### src/rtl/functw_pkg.sv
// Shared rate encodings, code widths and W(IM) tables for the G.726 FUNCTW scale-factor multiplier.
package functw_pkg;

  localparam logic [1:0] RATE_40K = 2'b00;
  localparam logic [1:0] RATE_32K = 2'b01;
  localparam logic [1:0] RATE_24K = 2'b10;
  localparam logic [1:0] RATE_16K = 2'b11;

  // Negative entries are stored as 12-bit two's complement (FF4=-12, FFC=-4, FEA=-22).
  localparam logic [11:0] W40_TAB [16] = '{
    12'd14, 12'd14, 12'd24, 12'd39, 12'd40, 12'd41, 12'd58, 12'd100,
    12'd141, 12'd179, 12'd219, 12'd280, 12'd358, 12'd440, 12'd529, 12'd696
  };
  localparam logic [11:0] W32_TAB [8] = '{
    12'hFF4, 12'd18, 12'd41, 12'd64, 12'd112, 12'd198, 12'd355, 12'd1122
  };
  localparam logic [11:0] W24_TAB [4] = '{12'hFFC, 12'd30, 12'd137, 12'd582};
  localparam logic [11:0] W16_TAB [2] = '{12'hFEA, 12'd439};

  function automatic logic [2:0] code_width(input logic [1:0] rate);
    case (rate)
      RATE_40K: code_width = 3'd5;
      RATE_32K: code_width = 3'd4;
      RATE_24K: code_width = 3'd3;
      default:  code_width = 3'd2;
    endcase
  endfunction

  function automatic logic [11:0] w_lookup(input logic [1:0] rate, input logic [3:0] im);
    case (rate)
      RATE_40K: w_lookup = W40_TAB[im];
      RATE_32K: w_lookup = W32_TAB[im[2:0]];
      RATE_24K: w_lookup = W24_TAB[im[1:0]];
      default:  w_lookup = W16_TAB[im[0]];
    endcase
  endfunction

endpackage

### src/rtl/functw_skid_fifo.sv
// Fall-through output FIFO: an empty FIFO passes the write side straight to the read side.
module functw_skid_fifo #(
  parameter int WIDTH = 18,
  parameter int DEPTH = 4,
  parameter int CNT_W = $clog2(DEPTH + 1)
) (
  input  logic             clk,
  input  logic             reset,
  input  logic             wr_valid_i,
  input  logic [WIDTH-1:0] wr_data_i,
  output logic             rd_valid_o,
  input  logic             rd_ready_i,
  output logic [WIDTH-1:0] rd_data_o,
  output logic [CNT_W-1:0] count_next_o
);
  localparam int PTR_W = $clog2(DEPTH);

  logic [WIDTH-1:0] mem_q [DEPTH];
  logic [PTR_W-1:0] rd_ptr_q, rd_ptr_d, wr_ptr_q, wr_ptr_d;
  logic [CNT_W-1:0] count_q, count_d;
  logic             empty, push, pop;

  always_comb begin
    empty    = (count_q == '0);
    pop      = rd_ready_i && !empty;
    // A write that is consumed in the same cycle through the bypass is never stored.
    push     = wr_valid_i && !(empty && rd_ready_i);
    count_d  = count_q + CNT_W'(push) - CNT_W'(pop);
    rd_ptr_d = rd_ptr_q;
    wr_ptr_d = wr_ptr_q;
    if (pop)  rd_ptr_d = (rd_ptr_q == PTR_W'(DEPTH - 1)) ? '0 : rd_ptr_q + PTR_W'(1);
    if (push) wr_ptr_d = (wr_ptr_q == PTR_W'(DEPTH - 1)) ? '0 : wr_ptr_q + PTR_W'(1);
  end

  always_ff @(posedge clk) begin
    if (reset) begin
      count_q  <= '0;
      rd_ptr_q <= '0;
      wr_ptr_q <= '0;
    end else begin
      count_q  <= count_d;
      rd_ptr_q <= rd_ptr_d;
      wr_ptr_q <= wr_ptr_d;
    end
  end

  always_ff @(posedge clk) begin
    if (push) mem_q[wr_ptr_q] <= wr_data_i;
  end

  assign rd_valid_o   = !empty || wr_valid_i;
  assign rd_data_o    = empty ? wr_data_i : mem_q[rd_ptr_q];
  assign count_next_o = count_d;

endmodule

### src/rtl/functw_mc.sv
// Multi-channel pipelined FUNCTW W(IM) lookup with per-channel RATE registers.
// Define FUNCTW_SKID_EN to decouple the pipeline from out_ready through an output skid FIFO.
module functw_mc
  import functw_pkg::*;
#(
  parameter int         NUM_CH     = 4,
  parameter int         CH_W       = 2,
  parameter logic [1:0] RESET_RATE = 2'b01
`ifdef FUNCTW_SKID_EN
  ,
  parameter int         SKID_DEPTH = 4
`endif
) (
  input  logic            clk,
  input  logic            reset,
  input  logic            cfg_we,
  input  logic [CH_W-1:0] cfg_ch,
  input  logic [1:0]      cfg_rate,
  input  logic            in_valid,
  output logic            in_ready,
  input  logic [CH_W-1:0] in_ch,
  input  logic [4:0]      in_i,
  output logic            out_valid,
  input  logic            out_ready,
  output logic [CH_W-1:0] out_ch,
  output logic [3:0]      out_im,
  output logic [11:0]     out_wi
);
  localparam logic [CH_W:0] CH_LIM = (CH_W + 1)'(NUM_CH);

  logic [1:0]      rate_q [NUM_CH];
  logic            in_ch_ok, accept;
  logic [1:0]      in_rate;
  logic [5:0]      in_mask;
  logic [4:0]      in_code;

  logic            s1_adv, s2_adv;
  logic            s1_valid_q, s1_valid_d;
  logic [CH_W-1:0] s1_ch_q;
  logic [1:0]      s1_rate_q;
  logic [4:0]      s1_code_q;
  logic [2:0]      s1_n;
  logic [4:0]      s1_mag_mask;
  logic [3:0]      s1_im;

  logic            s2_valid_q;
  logic [CH_W-1:0] s2_ch_q;
  logic [3:0]      s2_im_q;
  logic [11:0]     s2_wi_q;

  always_ff @(posedge clk) begin
    if (reset) begin
      for (int c = 0; c < NUM_CH; c++) rate_q[c] <= RESET_RATE;
    end else if (cfg_we && ({1'b0, cfg_ch} < CH_LIM)) begin
      rate_q[cfg_ch] <= cfg_rate;
    end
  end

  always_comb begin
    in_ch_ok = ({1'b0, in_ch} < CH_LIM);
    in_rate  = in_ch_ok ? rate_q[in_ch] : RESET_RATE;
    in_mask  = (6'd1 << code_width(in_rate)) - 6'd1;
    in_code  = in_i & in_mask[4:0];
    accept   = in_valid && in_ready;
    // Out-of-range channels are consumed but never enter the pipeline.
    s1_valid_d = s1_adv ? (accept && in_ch_ok) : s1_valid_q;
  end

  always_comb begin
    s1_n        = code_width(s1_rate_q);
    s1_mag_mask = (5'd1 << (s1_n - 3'd1)) - 5'd1;
    s1_im       = s1_code_q[s1_n - 3'd1] ? (~s1_code_q[3:0] & s1_mag_mask[3:0])
                                         : (s1_code_q[3:0] & s1_mag_mask[3:0]);
  end

  always_ff @(posedge clk) begin
    if (reset) s1_valid_q <= 1'b0;
    else       s1_valid_q <= s1_valid_d;
  end

  always_ff @(posedge clk) begin
    if (accept) begin
      s1_ch_q   <= in_ch;
      s1_rate_q <= in_rate;
      s1_code_q <= in_code;
    end
  end

  always_ff @(posedge clk) begin
    if (reset) begin
      s2_valid_q <= 1'b0;
      s2_ch_q    <= '0;
      s2_im_q    <= '0;
      s2_wi_q    <= '0;
    end else if (s2_adv) begin
      s2_valid_q <= s1_valid_q;
      if (s1_valid_q) begin
        s2_ch_q <= s1_ch_q;
        s2_im_q <= s1_im;
        s2_wi_q <= w_lookup(s1_rate_q, s1_im);
      end
    end
  end

`ifdef FUNCTW_SKID_EN
  localparam int SKID_CNT_W = $clog2(SKID_DEPTH + 1);

  logic                  in_ready_q;
  logic                  fifo_rd_valid;
  logic [SKID_CNT_W-1:0] fifo_cnt_next;
  int                    occ_next;

  assign s1_adv = 1'b1;
  assign s2_adv = 1'b1;

  // Items held after this edge: S1, S2 (fed from S1) and the FIFO.
  always_comb occ_next = int'(s1_valid_d) + int'(s1_valid_q) + int'(fifo_cnt_next);

  always_ff @(posedge clk) begin
    if (reset) in_ready_q <= 1'b1;
    else       in_ready_q <= (occ_next < SKID_DEPTH);
  end

  functw_skid_fifo #(
    .WIDTH (CH_W + 16),
    .DEPTH (SKID_DEPTH),
    .CNT_W (SKID_CNT_W)
  ) u_skid (
    .clk          (clk),
    .reset        (reset),
    .wr_valid_i   (s2_valid_q),
    .wr_data_i    ({s2_ch_q, s2_im_q, s2_wi_q}),
    .rd_valid_o   (fifo_rd_valid),
    .rd_ready_i   (out_ready),
    .rd_data_o    ({out_ch, out_im, out_wi}),
    .count_next_o (fifo_cnt_next)
  );

  assign in_ready  = in_ready_q && !reset;
  assign out_valid = fifo_rd_valid && !reset;
`else
  assign s2_adv    = !s2_valid_q || out_ready;
  assign s1_adv    = !s1_valid_q || s2_adv;
  assign in_ready  = s1_adv && !reset;
  assign out_valid = s2_valid_q && !reset;
  assign out_ch    = s2_ch_q;
  assign out_im    = s2_im_q;
  assign out_wi    = s2_wi_q;
`endif

endmodule

### config.mk
export PLATFORM = sky130hd
export DESIGN_NAME = functw_mc
export DESIGN_NICKNAME = d
export VERILOG_FILES = /design/src/rtl/functw_pkg.sv /design/src/rtl/functw_skid_fifo.sv /design/src/rtl/functw_mc.sv
export SDC_FILE = /design/constraint.sdc
export NUM_CORES = 1
export LEC_CHECK = 0
export BUFFER_PORTS_ARGS = -buffer_cell sky130_fd_sc_hd__buf_2
export CAP_MARGIN = 40
export CORE_UTILIZATION = 60
export DETAILED_ROUTE_END_ITERATION = 12
export PLACE_DENSITY = 0.82
export SETUP_SLACK_MARGIN = 0.3
export SYNTH_ARGS = -nofsm -noshare
export SYNTH_HDL_FRONTEND = slang
export SYNTH_SLANG_ARGS = --single-unit
### constraint.sdc
create_clock -name clk -period 5.6 [get_ports clk]
set_input_delay 0.84 -clock clk [delete_from_list [all_inputs] [get_ports clk]]
set_output_delay 0.84 -clock clk [all_outputs]
set_load 0.005 [all_outputs]
==> results of run 1 <==
==> through the flow <==
stage	instance area [µm²]	util [%]	setup slack, ns	power (µW)	hold WS [ns]
6_report	2980	68.0	1.24	710	0.454
5_1_grt	2980	68.0	0.929	741	0.472
4_1_cts	2980	68.0	1.35	705	0.455
3_5_place_dp	2890	66.0	1.36	523	0.445
3_3_place_gp	2890	65.8	1.48	519	0.441
2_1_floorplan	2770	-	2.18	471	0.453
==> per-layer routing <==
| layer | part of all wire, % | GRT usage, % | routed length (µm) | vias up |
|---|---|---|---|---|
| met5 | 0 | 0 | 0 | - |
| met3 | 8.6 | 6.35 | 602 | 20 |
| met4 | 2.1 | 10.2 | 147 | 0 |
| met1 | 40 | 37.0 | 2770 | 1222 |
| met2 | 50 | 49.6 | 3480 | 154 |
| li1 | - | - | - | 1245 |
==> worst max-delay path by stage <==
stage,to,start,cells after the start,slack [ns]
3_5_place_dp,out_wi[4]$_SDFFE_PP0P_,s1_rate_q[0]$_DFFE_PP_,13,1.36
2_1_floorplan,out_wi[4]$_SDFFE_PP0P_,s1_rate_q[0]$_DFFE_PP_,15,2.18
6_report,out_wi[4]$_SDFFE_PP0P_,s1_rate_q[0]$_DFFE_PP_,13,1.24
4_1_cts,out_wi[4]$_SDFFE_PP0P_,s1_rate_q[0]$_DFFE_PP_,12,1.35
5_1_grt,out_wi[4]$_SDFFE_PP0P_,s1_rate_q[0]$_DFFE_PP_,13,0.93
3_3_place_gp,out_wi[4]$_SDFFE_PP0P_,s1_rate_q[0]$_DFFE_PP_,12,1.48
==> flip-flops by register name (all words and copies together) (netlist names) <==
signal	flops
out_ch	2
s1_ch_q	2
s1_valid_q	1
s2_valid_q	1
s1_code_q	5
out_im	4
out_wi	12
rate_q	8
s1_rate_q	2
==> worst min-delay path, stage by stage, from the launching register on <==
cell and delay (ns):
sky130_fd_sc_hd__dfxtp_1 0.31, sky130_fd_sc_hd__nand2_1 0.05, sky130_fd_sc_hd__a21oi_1 0.05
==> Yosys cell counts (5+ instances only) <==
cell                       instances  area [µm²]
sky130_fd_sc_hd__nand2_1          28         105
sky130_fd_sc_hd__nor2_1           22        82.6
sky130_fd_sc_hd__dfxtp_1          20         400
sky130_fd_sc_hd__clkbuf_1         17        63.8
sky130_fd_sc_hd__edfxtp_1         17         510
sky130_fd_sc_hd__a21oi_1          16        80.1
sky130_fd_sc_hd__o21ai_0          16        80.1
sky130_fd_sc_hd__ha_1             14         175
sky130_fd_sc_hd__inv_1            13        48.8
sky130_fd_sc_hd__a31oi_1          10        62.6
sky130_fd_sc_hd__nor2b_1          10        62.6
sky130_fd_sc_hd__o31ai_1           9        67.6
sky130_fd_sc_hd__buf_2             7        35.0
sky130_fd_sc_hd__a211oi_1          6        45.0
sky130_fd_sc_hd__and3_1            6        37.5
sky130_fd_sc_hd__nand3_1           6        30.0
sky130_fd_sc_hd__nor4_1            6        37.5
sky130_fd_sc_hd__nand4_1           5        31.3
sky130_fd_sc_hd__nor3_1            5        25.0
sky130_fd_sc_hd__o21a_1            5        37.5
==> layout make-up <==
class | count | share of cell area (%)
tap | 52 | 2.18
inverter | 14 | 1.93
clock inverter | 3 | 0.713
clock buffer | 5 | 2.31
timing repair buffer | 38 | 6.63
multi-input combinational | 243 | 55.7
sequential | 37 | 30.5
==> kinds of logic (layout without fill, tap and decap cells) <==
logic type	Yosys count	count (layout)	share of synthesized area, %
adders and majority gates	14	14	6.31
DFF	37	37	32.8
buffers and inverters	44	60	7.26
muxes	3	3	1.98
AOI/OAI and AO/OA	110	110	28.7
and+or+nand+nor	111	111	21.3
xor gates and xnor gates	5	5	1.58
==> power by group through the flow <==
stage	clock network [µW]	registers [µW]	logic, µW
after floorplan	0	315	155
after global routing	197	315	230
after detailed placement	0	319	204
after global placement	0	318	201
final	186	313	210
after CTS	187	313	206
==> placed cells by master, fill, tap and decap left out, drive strengths merged, types with 3 or more instances in the layout <==
master | netlist | routed
buf | 13 | 38
nand2 | 28 | 28
nor2 | 22 | 22
dfxtp | 20 | 20
o21ai | 18 | 18
edfxtp | 17 | 17
a21oi | 17 | 17
ha | 14 | 14
inv | 13 | 14
nor2b | 10 | 10
a31oi | 10 | 10
o31ai | 10 | 10
a211oi | 7 | 7
and3 | 6 | 6
nand3 | 6 | 6
nor4 | 6 | 6
nor3 | 6 | 6
a221oi | 6 | 6
o21a | 5 | 5
nand4 | 5 | 5
clkbuf | 17 | 5
xnor2 | 4 | 4
nand3b | 4 | 4
nand2b | 4 | 4
o211ai | 4 | 4
o21bai | 4 | 4
a311oi | 4 | 4
and2 | 3 | 3
nor3b | 3 | 3
a21boi | 3 | 3
a21o | 3 | 3
a211o | 3 | 3
a31o | 3 | 3
==> qor.csv, run 1 <==
stage,metric,value,unit
power,power share of the combinational group,29.6,%
sta,summed negative setup slack over all endpoints,0,ns
run_status,outcome,"complete, no violations",
power,share of total power consumed by net switching,34.0,%
critical_path,crit end category,flip-flop,
critical_path,data required time of the critical path,5.76,ns
critical_path,data arrival time of the worst path,4.52,ns
yosys,Netlist Area Pre-Place,2770,µm²
critical_path,worst reg2reg setup slack,1.24,ns
finish,area taken by multi-input logic gates,1660,µm²
sta,final count of hold timing violations,0,
yosys,Synth Warn #,0,
finish,Sequential Area,911,µm²
power,share of power burned in the clock network,26.2,%
critical_path,number of cells on the worst reg-to-reg path,13,
sta,fmax,0.229,GHz
place,HPWL after DPL,5.11,mm
critical_path,element type at the critical path start,flip-flop,
yosys,number of distinct library cell variants in the gate-level netlist after synthesis,65,
worst_hold_path,worst hold endpoint,out_im[0]$_SDFFE_PP0P_,
cts,CTS H-tree lvls,2,
global_route,maximum number of pins on one net before global-route repair,31,
power,worst IR drop on VDD,0.227,mV
cts,insertion delay to the later sink of the worst-skew pair,0.29,ns
yosys,Synth Area per Inst,8.56,µm²
yosys,sequential-to-total area share from yosys stat,32.8,%
cts,number of sinks driven by the clock tree,37,
sta,setup clock skew after layout,0.00806,ns
critical_path,Bufs and invs on worst path,2,
cts,"Gates resized, CTS repair",0,
place,IO buf count,35,
global_route,GRT Total Usage,29.3,%
cts,clock buffer count from CTS,5,
critical_path,biggest cell delay along the critical path,0.72,ns
worst_hold_path,cell count of the worst hold path,2,
yosys,total of flip-flops plus latches after synthesis,37,
detailed_routing,DRC,0,
yosys,net count of the mapped netlist,354,
job,count of max-cap constraint violations,0,
critical_path,Crit Path Class,reg -> reg,
yosys,most used flip-flop cell after synthesis,sky130_fd_sc_hd__dfxtp_1,
sta,transition time of the tightest slew-check pin,0.939,ns
sta,RSZ-0062 raised after global routing,false,
critical_path,"delay-heaviest family, CP",compound AO/OA/AOI/OAI gates,
detailed_routing,routed wire length per instance,17.9,µm
cts,clock edge transition at the registers on the reported setup and hold paths,0.08,ns
detailed_routing,detailed router's first-iteration violation count,454,
cts,CTS tree,done,
critical_path,FF-to-FF Start,s1_rate_q[0]$_DFFE_PP_,
finish,post-synthesis to final-layout area growth,7.53,%
global_route,number of antenna violations at the first check in global routing,0,
cts,number of buffers inserted by post-CTS setup repair,0,
global_route,via count of the first global-routing pass,2384,
cts,maximum clock path buffer count,2,
finish,proportion of layout cells with a drive suffix above 1,17.6,%
power,Internal Dissipation,468,µW
sta,max-slew violations,0,
place,Routability Congestion,1.05,
global_route,first-pass GRT wire length,11.5,mm
yosys,number of cells produced by synthesis,324,
floorplan,number of standard-cell rows in the floorplan,24,
finish,"Cell Count, Final, Fillers Out",392,
detailed_routing,drt first pass iters,7,
detailed_routing,DRT antenna net count,0,
place,Cells after DPL,384,
floorplan,Horiz. Die Dim,70.0,µm
yosys,"EDFF count, synth",17,
floorplan,starting density of the core,63.3,%
finish,number of inserted filler cells in the final layout,381,
critical_path,Critical Path Fanout Max,16,
floorplan,die outline area,4900,µm²
floorplan,Core ar.,4380,µm²
detailed_routing,total wire length after detailed routing,7.00,mm
detailed_routing,average vias per placed instance,6.74,
global_route,total gr overflow,0,
yosys,share of async-settable or async-resettable flops after synthesis,0,%
floorplan,height of the die,70.0,µm
worst_hold_path,source of the worst hold timing path,out_im[0]$_SDFFE_PP0P_,
floorplan,I/O pin count,36,
cts,clock tree root buffer cell,sky130_fd_sc_hd__clkbuf_8,
power,relative contribution of sequential cells to total power,44.2,%
critical_path,Crit-path slowest cell,sky130_fd_sc_hd__a211oi_2,
cts,CTS Hold Buffers Added,0,
power,power density normalized to cell area,238,nW/µm²
sta,"Min Clock Period, post-route",4.36,ns
sta,Final Setup Violations,0,
sta,final worst-path cycle share,77.9,%
critical_path,worst r2r dst,out_wi[4]$_SDFFE_PP0P_,
finish,Ant. Diodes,0,
finish,Nets,369,
critical_path,cell chain of the critical path,inv_1 -> ha_1 -> or3b_1 -> a211oi_2 -> nor3_4 -> xnor2_1 -> nor2_1 -> inv_1 -> ha_1 -> o41ai_1 -> a211oi_1 -> a221oi_1 -> o41ai_1,
worst_hold_path,path class of the lowest-slack min-delay path,reg -> reg,
power,Switch Pwr,241,µW
detailed_routing,total number of vias,2641,
power,leakage component of the power,0.00119,µW
sta,Slew headroom,36.9,%
Note: power is estimated with default switching activity, not from simulation.
==> run 2: changes to the inputs <==
--- a/config.mk
+++ b/config.mk
@@ -7,9 +7,9 @@
 export LEC_CHECK = 0
 export BUFFER_PORTS_ARGS = -buffer_cell sky130_fd_sc_hd__buf_2
 export CAP_MARGIN = 40
-export CORE_UTILIZATION = 60
+export CORE_UTILIZATION = 58
 export DETAILED_ROUTE_END_ITERATION = 12
-export PLACE_DENSITY = 0.82
+export PLACE_DENSITY = 0.8
 export SETUP_SLACK_MARGIN = 0.3
 export SYNTH_ARGS = -nofsm -noshare
 export SYNTH_HDL_FRONTEND = slang
==> constraint.sdc (replaced) <==
create_clock -name clk -period 4.1 [get_ports clk]
set_input_delay 0.615 -clock clk [delete_from_list [all_inputs] [get_ports clk]]
set_output_delay 0.615 -clock clk [all_outputs]
set_load 0.005 [all_outputs]
==> qor.csv, run 2 (synthesis results as in run 1) <==
stage,metric,value,unit
critical_path,Crit Path Class,reg -> reg,
detailed_routing,total number of vias,2680,
power,share of total power consumed by net switching,33.3,%
finish,"Cell Count, Final, Fillers Out",399,
detailed_routing,detailed router's first-iteration violation count,320,
worst_hold_path,path class of the lowest-slack min-delay path,reg -> reg,
critical_path,data arrival time of the worst path,3.64,ns
cts,insertion delay to the later sink of the worst-skew pair,0.30,ns
cts,maximum clock path buffer count,2,
power,power share of the combinational group,30.3,%
detailed_routing,average vias per placed instance,6.72,
cts,clock edge transition at the registers on the reported setup and hold paths,0.07,ns
floorplan,die outline area,5060,µm²
sta,final count of hold timing violations,0,
detailed_routing,DRC,2,
sta,Slew headroom,38.1,%
power,leakage component of the power,0.00123,µW
finish,number of inserted filler cells in the final layout,343,
sta,setup clock skew after layout,0.00505,ns
place,Cells after DPL,388,
global_route,first-pass GRT wire length,11.8,mm
global_route,total gr overflow,0,
finish,Largest register FFs,12,
detailed_routing,drt first pass iters,10,
sta,RSZ-0062 raised after global routing,false,
run_status,violations in the final reports,design-rule violations,
finish,Ant. Diodes,0,
global_route,number of antenna violations at the first check in global routing,0,
place,pre-CTS worst setup slack,0.264,ns
detailed_routing,DRT antenna net count,0,
cts,CTS Hold Buffers Added,0,
place,HPWL after DPL,5.07,mm
place,"Cell Area, Placed",2920,µm²
cts,clock buffer count from CTS,5,
power,power density normalized to cell area,325,nW/µm²
power,relative contribution of sequential cells to total power,42.7,%
cts,clock tree root buffer cell,sky130_fd_sc_hd__clkbuf_8,
critical_path,element type at the critical path start,flip-flop,
finish,Nets,376,
floorplan,Horiz. Die Dim,71.2,µm
global_route,maximum number of pins on one net before global-route repair,31,
finish,Sequential Area,911,µm²
finish,area taken by multi-input logic gates,1700,µm²
cts,CTS tree,done,
sta,transition time of the tightest slew-check pin,0.922,ns
global_route,GRT Total Usage,30.4,%
sta,"Min Clock Period, post-route",3.48,ns
sta,max-slew violations,0,
sta,final worst slack,0.623,ns
floorplan,number of standard-cell rows in the floorplan,24,
place,Routability Congestion,0.945,
power,worst IR drop on VDD,0.225,mV
finish,"most common cell after layout, fill and taps aside",sky130_fd_sc_hd__buf_2,
power,Switch Pwr,334,µW
sta,fmax,0.288,GHz
global_route,via count of the first global-routing pass,2508,
finish,most used cells in the layout excluding fill and tap cells,"35 x sky130_fd_sc_hd__buf_2, 28 x sky130_fd_sc_hd__nand2_1, 21 x sky130_fd_sc_hd__nor2_1, 20 x sky130_fd_sc_hd__dfxtp_1, 17 x sky130_fd_sc_hd__edfxtp_1",
critical_path,data required time of the critical path,4.27,ns
power,share of power burned in the clock network,26.9,%
floorplan,Core ar.,4470,µm²
place,IO buf count,35,
floorplan,I/O pin count,36,
detailed_routing,routed wire length per instance,17.8,µm
floorplan,starting density of the core,62.0,%
critical_path,crit end category,flip-flop,
finish,post-synthesis to final-layout area growth,11.1,%
sta,final worst-path cycle share,84.8,%
cts,number of sinks driven by the clock tree,37,
finish,post-layout instance area,3080,µm²
run_status,outcome,"finished, violations left",
sta,Final Setup Violations,0,
cts,CTS H-tree lvls,2,
job,count of max-cap constraint violations,0,
critical_path,Critical Path Fanout Max,16,
detailed_routing,total wire length after detailed routing,7.11,mm
floorplan,height of the die,71.2,µm
power,Internal Dissipation,668,µW
sta,summed negative setup slack over all endpoints,0,ns
finish,proportion of layout cells with a drive suffix above 1,21.6,%
-- run 2: changes by cell type in the layout (fill, tap and decap cells not counted), moves of 2 or more --
| cell | previous run | this run |
|---|---|---|
| sky130_fd_sc_hd__ha_1 | 14 | 10 |
| sky130_fd_sc_hd__buf_4 | 3 | 10 |
| sky130_fd_sc_hd__ha_2 | 0 | 2 |
| sky130_fd_sc_hd__ha_4 | 0 | 2 |
-- run 2: what timing repair did --
| item | in CTS | in global routing |
|---|---|---|
| setup buffers | 0 | 3 |
| setup endpoints to repair | 2 | 9 |
| endpoints found under the hold margin | 0 | 0 |
| pin swaps | 0 | 1 |
| gates resized for setup | 1 | 10 |
-- run 2: cell type report --
type / instances / area share, %
well taps: 52 / 2.11
clock inverters: 2 / 0.447
inverters: 14 / 1.87
repair buffers: 45 / 8.12
multi-input cells: 243 / 55.2
flip-flops and latches: 37 / 29.6
clock buffers: 6 / 2.68
-- run 2: worst max-delay path, stage by stage (launching register included) --
cell and delay (ns):
sky130_fd_sc_hd__edfxtp_1 0.43, sky130_fd_sc_hd__inv_2 0.11, sky130_fd_sc_hd__ha_4 0.24, sky130_fd_sc_hd__or3b_1 0.43, sky130_fd_sc_hd__a211oi_2 0.19, sky130_fd_sc_hd__buf_4 0.23
sky130_fd_sc_hd__nor3_4 0.09, sky130_fd_sc_hd__xnor2_1 0.17, sky130_fd_sc_hd__nor2_2 0.22, sky130_fd_sc_hd__inv_1 0.13, sky130_fd_sc_hd__ha_1 0.24, sky130_fd_sc_hd__o41ai_1 0.36
sky130_fd_sc_hd__a211oi_1 0.09, sky130_fd_sc_hd__a221oi_1 0.32, sky130_fd_sc_hd__o41ai_1 0.10
-- run 2: worst paths after layout --
kind	start	slack, ns	endpoint	cells past startpoint
worst max-delay path	s1_rate_q[0]$_DFFE_PP_	0.62	out_wi[4]$_SDFFE_PP0P_	14
worst min-delay path	out_im[0]$_SDFFE_PP0P_	0.45	out_im[0]$_SDFFE_PP0P_	2
worst max register to register	s1_rate_q[0]$_DFFE_PP_	0.62	out_wi[4]$_SDFFE_PP0P_	14
worst min register to register	out_im[0]$_SDFFE_PP0P_	0.45	out_im[0]$_SDFFE_PP0P_	2
-- run 2: power groups by stage --
stage          clock [µW]  sequential, µW  combinational, µW
2_1_floorplan           0             431                212
3_3_place_gp            0             435                279
3_5_place_dp            0             436                284
4_1_cts               271             428                286
5_1_grt               285             431                332
6_report              270             428                304
-- run 2: per-layer routing --
| layer | part of all wire, % | vias up | track usage (%) |
|---|---|---|---|
| met5 | 0 | - | 0 |
| met3 | 9.7 | 41 | 8.12 |
| met2 | 47 | 171 | 49.4 |
| met1 | 39 | 1210 | 36.5 |
| met4 | 4.4 | 0 | 16.7 |
| li1 | - | 1258 | - |
-- run 2: through the flow --
stage          power, µW  hold slack [ns]  utilization (%)
6_report            1000            0.451             68.8
2_1_floorplan        643            0.453                -
5_1_grt             1050            0.473             68.8
3_5_place_dp         720            0.443             65.3
4_1_cts              985            0.453             67.5
3_3_place_gp         714            0.440             65.3
==> run 3: changes to the inputs <==
--- a/config.mk
+++ b/config.mk
@@ -5,11 +5,12 @@
 export SDC_FILE = /design/constraint.sdc
 export NUM_CORES = 1
 export LEC_CHECK = 0
+export ABC_AREA = 1
 export BUFFER_PORTS_ARGS = -buffer_cell sky130_fd_sc_hd__buf_2
 export CAP_MARGIN = 40
-export CORE_UTILIZATION = 58
+export CORE_UTILIZATION = 51
 export DETAILED_ROUTE_END_ITERATION = 12
-export PLACE_DENSITY = 0.8
+export PLACE_DENSITY = 0.76
 export SETUP_SLACK_MARGIN = 0.3
 export SYNTH_ARGS = -nofsm -noshare
 export SYNTH_HDL_FRONTEND = slang
==> constraint.sdc (replaced) <==
create_clock -name clk -period 2.97 [get_ports clk]
set_input_delay 0.4455 -clock clk [delete_from_list [all_inputs] [get_ports clk]]
set_output_delay 0.4455 -clock clk [all_outputs]
set_load 0.005 [all_outputs]
==> qor.csv, run 3 <==
stage,metric,value,unit
run_status,outcome,"complete, no violations",
global_route,total gr overflow,0,
cts,clock edge transition at the registers on the reported setup and hold paths,0.07,ns
detailed_routing,total number of vias,2150,
power,power share of the combinational group,26.7,%
cts,clock buffer count from CTS,5,
global_route,highest-utilization routing layer at the global route stage,met2,
sta,summed negative setup slack over all endpoints,0,ns
global_route,GRT Total Usage,23.7,%
yosys,share of async-settable or async-resettable flops after synthesis,0,%
floorplan,starting density of the core,53.1,%
detailed_routing,total wire length after detailed routing,5.54,mm
yosys,Netlist Area Pre-Place,2290,µm²
sta,final count of hold timing violations,0,
detailed_routing,DRC,0,
place,HPWL after DPL,3.98,mm
yosys,cell with the most instances after synthesis,sky130_fd_sc_hd__nand2_1,
critical_path,data arrival time of the worst path,2.73,ns
floorplan,Horiz. Die Dim,69.1,µm
yosys,most used flip-flop cell after synthesis,sky130_fd_sc_hd__dfxtp_1,
sta,setup clock skew after layout,0.0121,ns
global_route,maximum number of pins on one net before global-route repair,18,
power,Internal Dissipation,852,µW
cts,maximum clock path buffer count,2,
yosys,Synth top area share,22.2,%
yosys,"EDFF count, synth",17,
global_route,routing usage on met3,5.70,%
yosys,Synth Area per Inst,7.47,µm²
place,Cells after DPL,386,
floorplan,number of standard-cell rows in the floorplan,24,
floorplan,I/O pin count,36,
cts,CTS H-tree lvls,2,
power,share of total power consumed by net switching,32.7,%
critical_path,crit end category,flip-flop,
sta,transition time of the tightest slew-check pin,0.744,ns
yosys,net count of the mapped netlist,337,
finish,"most common cell after layout, fill and taps aside",sky130_fd_sc_hd__nand2_1,
sta,RSZ-0062 raised after global routing,false,
power,worst IR drop on VDD,0.310,mV
global_route,via count of the first global-routing pass,2103,
worst_hold_path,path class of the lowest-slack min-delay path,in -> reg,
critical_path,data required time of the critical path,3.15,ns
sta,max-slew violations,0,
global_route,met2 layer usage reported by global route,40.3,%
detailed_routing,drt first pass iters,4,
yosys,number of distinct library cell variants in the gate-level netlist after synthesis,34,
yosys,number of cells produced by synthesis,307,
power,Switch Pwr,415,µW
critical_path,Critical Path Fanout Max,8,
finish,number of inserted filler cells in the final layout,394,
detailed_routing,average vias per placed instance,5.33,
cts,CTS Hold Buffers Added,0,
critical_path,Crit Path Class,reg -> reg,
finish,Ant. Diodes,0,
detailed_routing,DRT antenna net count,0,
power,leakage component of the power,0.00130,µW
floorplan,height of the die,69.1,µm
global_route,first-pass GRT wire length,9.01,mm
sta,fmax,0.392,GHz
global_route,number of antenna violations at the first check in global routing,0,
sta,final worst-path cycle share,85.9,%
yosys,sequential-to-total area share from yosys stat,39.7,%
sta,"Min Clock Period, post-route",2.55,ns
cts,number of sinks driven by the clock tree,37,
global_route,met1 track utilization from global routing,27.5,%
yosys,library cell with the largest summed area after synthesis,sky130_fd_sc_hd__edfxtp_1,
cts,clock tree root buffer cell,sky130_fd_sc_hd__clkbuf_8,
yosys,largest cells by area after synthesis,"sky130_fd_sc_hd__edfxtp_1 22%, sky130_fd_sc_hd__dfxtp_1 17%, sky130_fd_sc_hd__nand2_1 12%",
finish,Nets,380,
yosys,total of flip-flops plus latches after synthesis,37,
floorplan,die outline area,4770,µm²
floorplan,Core ar.,4320,µm²
detailed_routing,routed wire length per instance,13.8,µm
place,IO buf count,35,
yosys,leading cell types by count after synthesis,"72 x sky130_fd_sc_hd__nand2_1, 42 x sky130_fd_sc_hd__inv_1, 28 x sky130_fd_sc_hd__nor2_1",
job,count of max-cap constraint violations,0,
finish,most used cells in the layout excluding fill and tap cells,"70 x sky130_fd_sc_hd__nand2_1, 38 x sky130_fd_sc_hd__inv_1, 35 x sky130_fd_sc_hd__buf_2, 28 x sky130_fd_sc_hd__nor2_1, 23 x sky130_fd_sc_hd__o21ai_0",
power,share of power burned in the clock network,27.2,%
sta,Slew headroom,50.2,%
cts,CTS tree,done,
power,relative contribution of sequential cells to total power,46.0,%
detailed_routing,detailed router's first-iteration violation count,258,
critical_path,element type at the critical path start,flip-flop,
finish,proportion of layout cells with a drive suffix above 1,25.1,%
finish,"Cell Count, Final, Fillers Out",403,
finish,Largest register FFs,12,
power,power density normalized to cell area,468,nW/µm²
yosys,Synth Warn #,0,
sta,Final Setup Violations,0,
finish,post-synthesis to final-layout area growth,18.0,%
cts,insertion delay to the later sink of the worst-skew pair,0.30,ns
place,Routability Congestion,0.910,
-- run 3: cell type report --
| type | count | area [µm²] | share of cell area (%) |
|---|---|---|---|
| clock buffers | 5 | 68.8 | 2.54 |
| clock inverters | 3 | 17.5 | 0.647 |
| inverters | 49 | 191 | 7.07 |
| multi-input cells | 213 | 1210 | 44.8 |
| flip-flops and latches | 37 | 911 | 33.6 |
| well taps | 52 | 65.1 | 2.40 |
| repair buffers | 44 | 243 | 8.96 |
-- run 3: through the flow --
step | worst slack (ns) | instance area, µm² | utilization [%] | total power (µW) | hold WS (ns)
floorplan | 0.593 | 2290 | - | 812 | 0.451
global placement | 0.0518 | 2500 | 57.8 | 893 | 0.451
detailed placement | 0.0702 | 2500 | 57.8 | 893 | 0.455
CTS | 0.343 | 2610 | 60.3 | 1240 | 0.316
global route | 0.257 | 2710 | 62.6 | 1330 | 0.312
finish | 0.418 | 2710 | 62.6 | 1270 | 0.325
-- run 3: path summary, 6_finish.rpt --
| check | slack [ns] | end | start | cells after the start |
|---|---|---|---|---|
| max | 0.42 | out_wi[4]$_SDFFE_PP0P_ | s1_rate_q[0]$_DFFE_PP_ | 17 |
| min | 0.33 | s1_code_q[0]$_DFFE_PP_ | in_i[0] | 1 |
| max reg2reg | 0.42 | out_wi[4]$_SDFFE_PP0P_ | s1_rate_q[0]$_DFFE_PP_ | 17 |
| min reg2reg | 0.46 | out_wi[3]$_SDFFE_PP0P_ | out_wi[3]$_SDFFE_PP0P_ | 2 |
-- run 3: timing repair --
| action | CTS | global route |
|---|---|---|
| pin swaps | 0 | 1 |
| endpoints found under the setup margin | 12 | 12 |
| gates resized for setup | 4 | 17 |
| buffers inserted | 2 | 7 |
| hold endpoints to repair | 0 | 0 |
| cloned | 0 | 0 |
-- run 3: metal layers --
metal  wire length (µm)  vias to the layer above
met5                  0                        -
met4                136                        0
met3                320                       17
met2               2770                       71
met1               2320                      985
li1                   -                     1077
-- run 3: power groups by stage --
stage                     Clock (µW)  Combinational (µW)  Sequential, µW
after floorplan                    0                 218             594
after global placement             0                 299             594
after detailed placement           0                 298             595
after CTS                        351                 305             583
after global routing             371                 375             587
final                            345                 339             583
-- run 3: cells by family (layout without fill, tap and decap cells) --
| family | Yosys count | count (layout) | synth area share (%) |
|---|---|---|---|
| AOI/OAI and AO/OA | 62 | 62 | 14.8 |
| xor gates and xnor gates | 1 | 1 | 0.382 |
| adders and majority gates | 14 | 14 | 7.63 |
| buffers and inverters | 57 | 101 | 9.65 |
| DFF | 37 | 37 | 39.7 |
| and+or+nand+nor | 136 | 136 | 27.8 |
-- run 3: worst max-delay path: stages (launching register included) --
cell and delay [ns]:
sky130_fd_sc_hd__edfxtp_1 0.42, sky130_fd_sc_hd__inv_2 0.16, sky130_fd_sc_hd__ha_1 0.29, sky130_fd_sc_hd__inv_2 0.09, sky130_fd_sc_hd__nand3_2 0.09, sky130_fd_sc_hd__inv_2 0.08, sky130_fd_sc_hd__nand2_2 0.10, sky130_fd_sc_hd__nand2_4 0.11
sky130_fd_sc_hd__nand2_1 0.09, sky130_fd_sc_hd__nand3_4 0.13, sky130_fd_sc_hd__inv_4 0.07, sky130_fd_sc_hd__ha_2 0.22, sky130_fd_sc_hd__o21ai_1 0.15, sky130_fd_sc_hd__o21ai_0 0.10, sky130_fd_sc_hd__a21oi_1 0.17, sky130_fd_sc_hd__nand2_1 0.07
sky130_fd_sc_hd__nand2_1 0.06, sky130_fd_sc_hd__a21oi_1 0.05
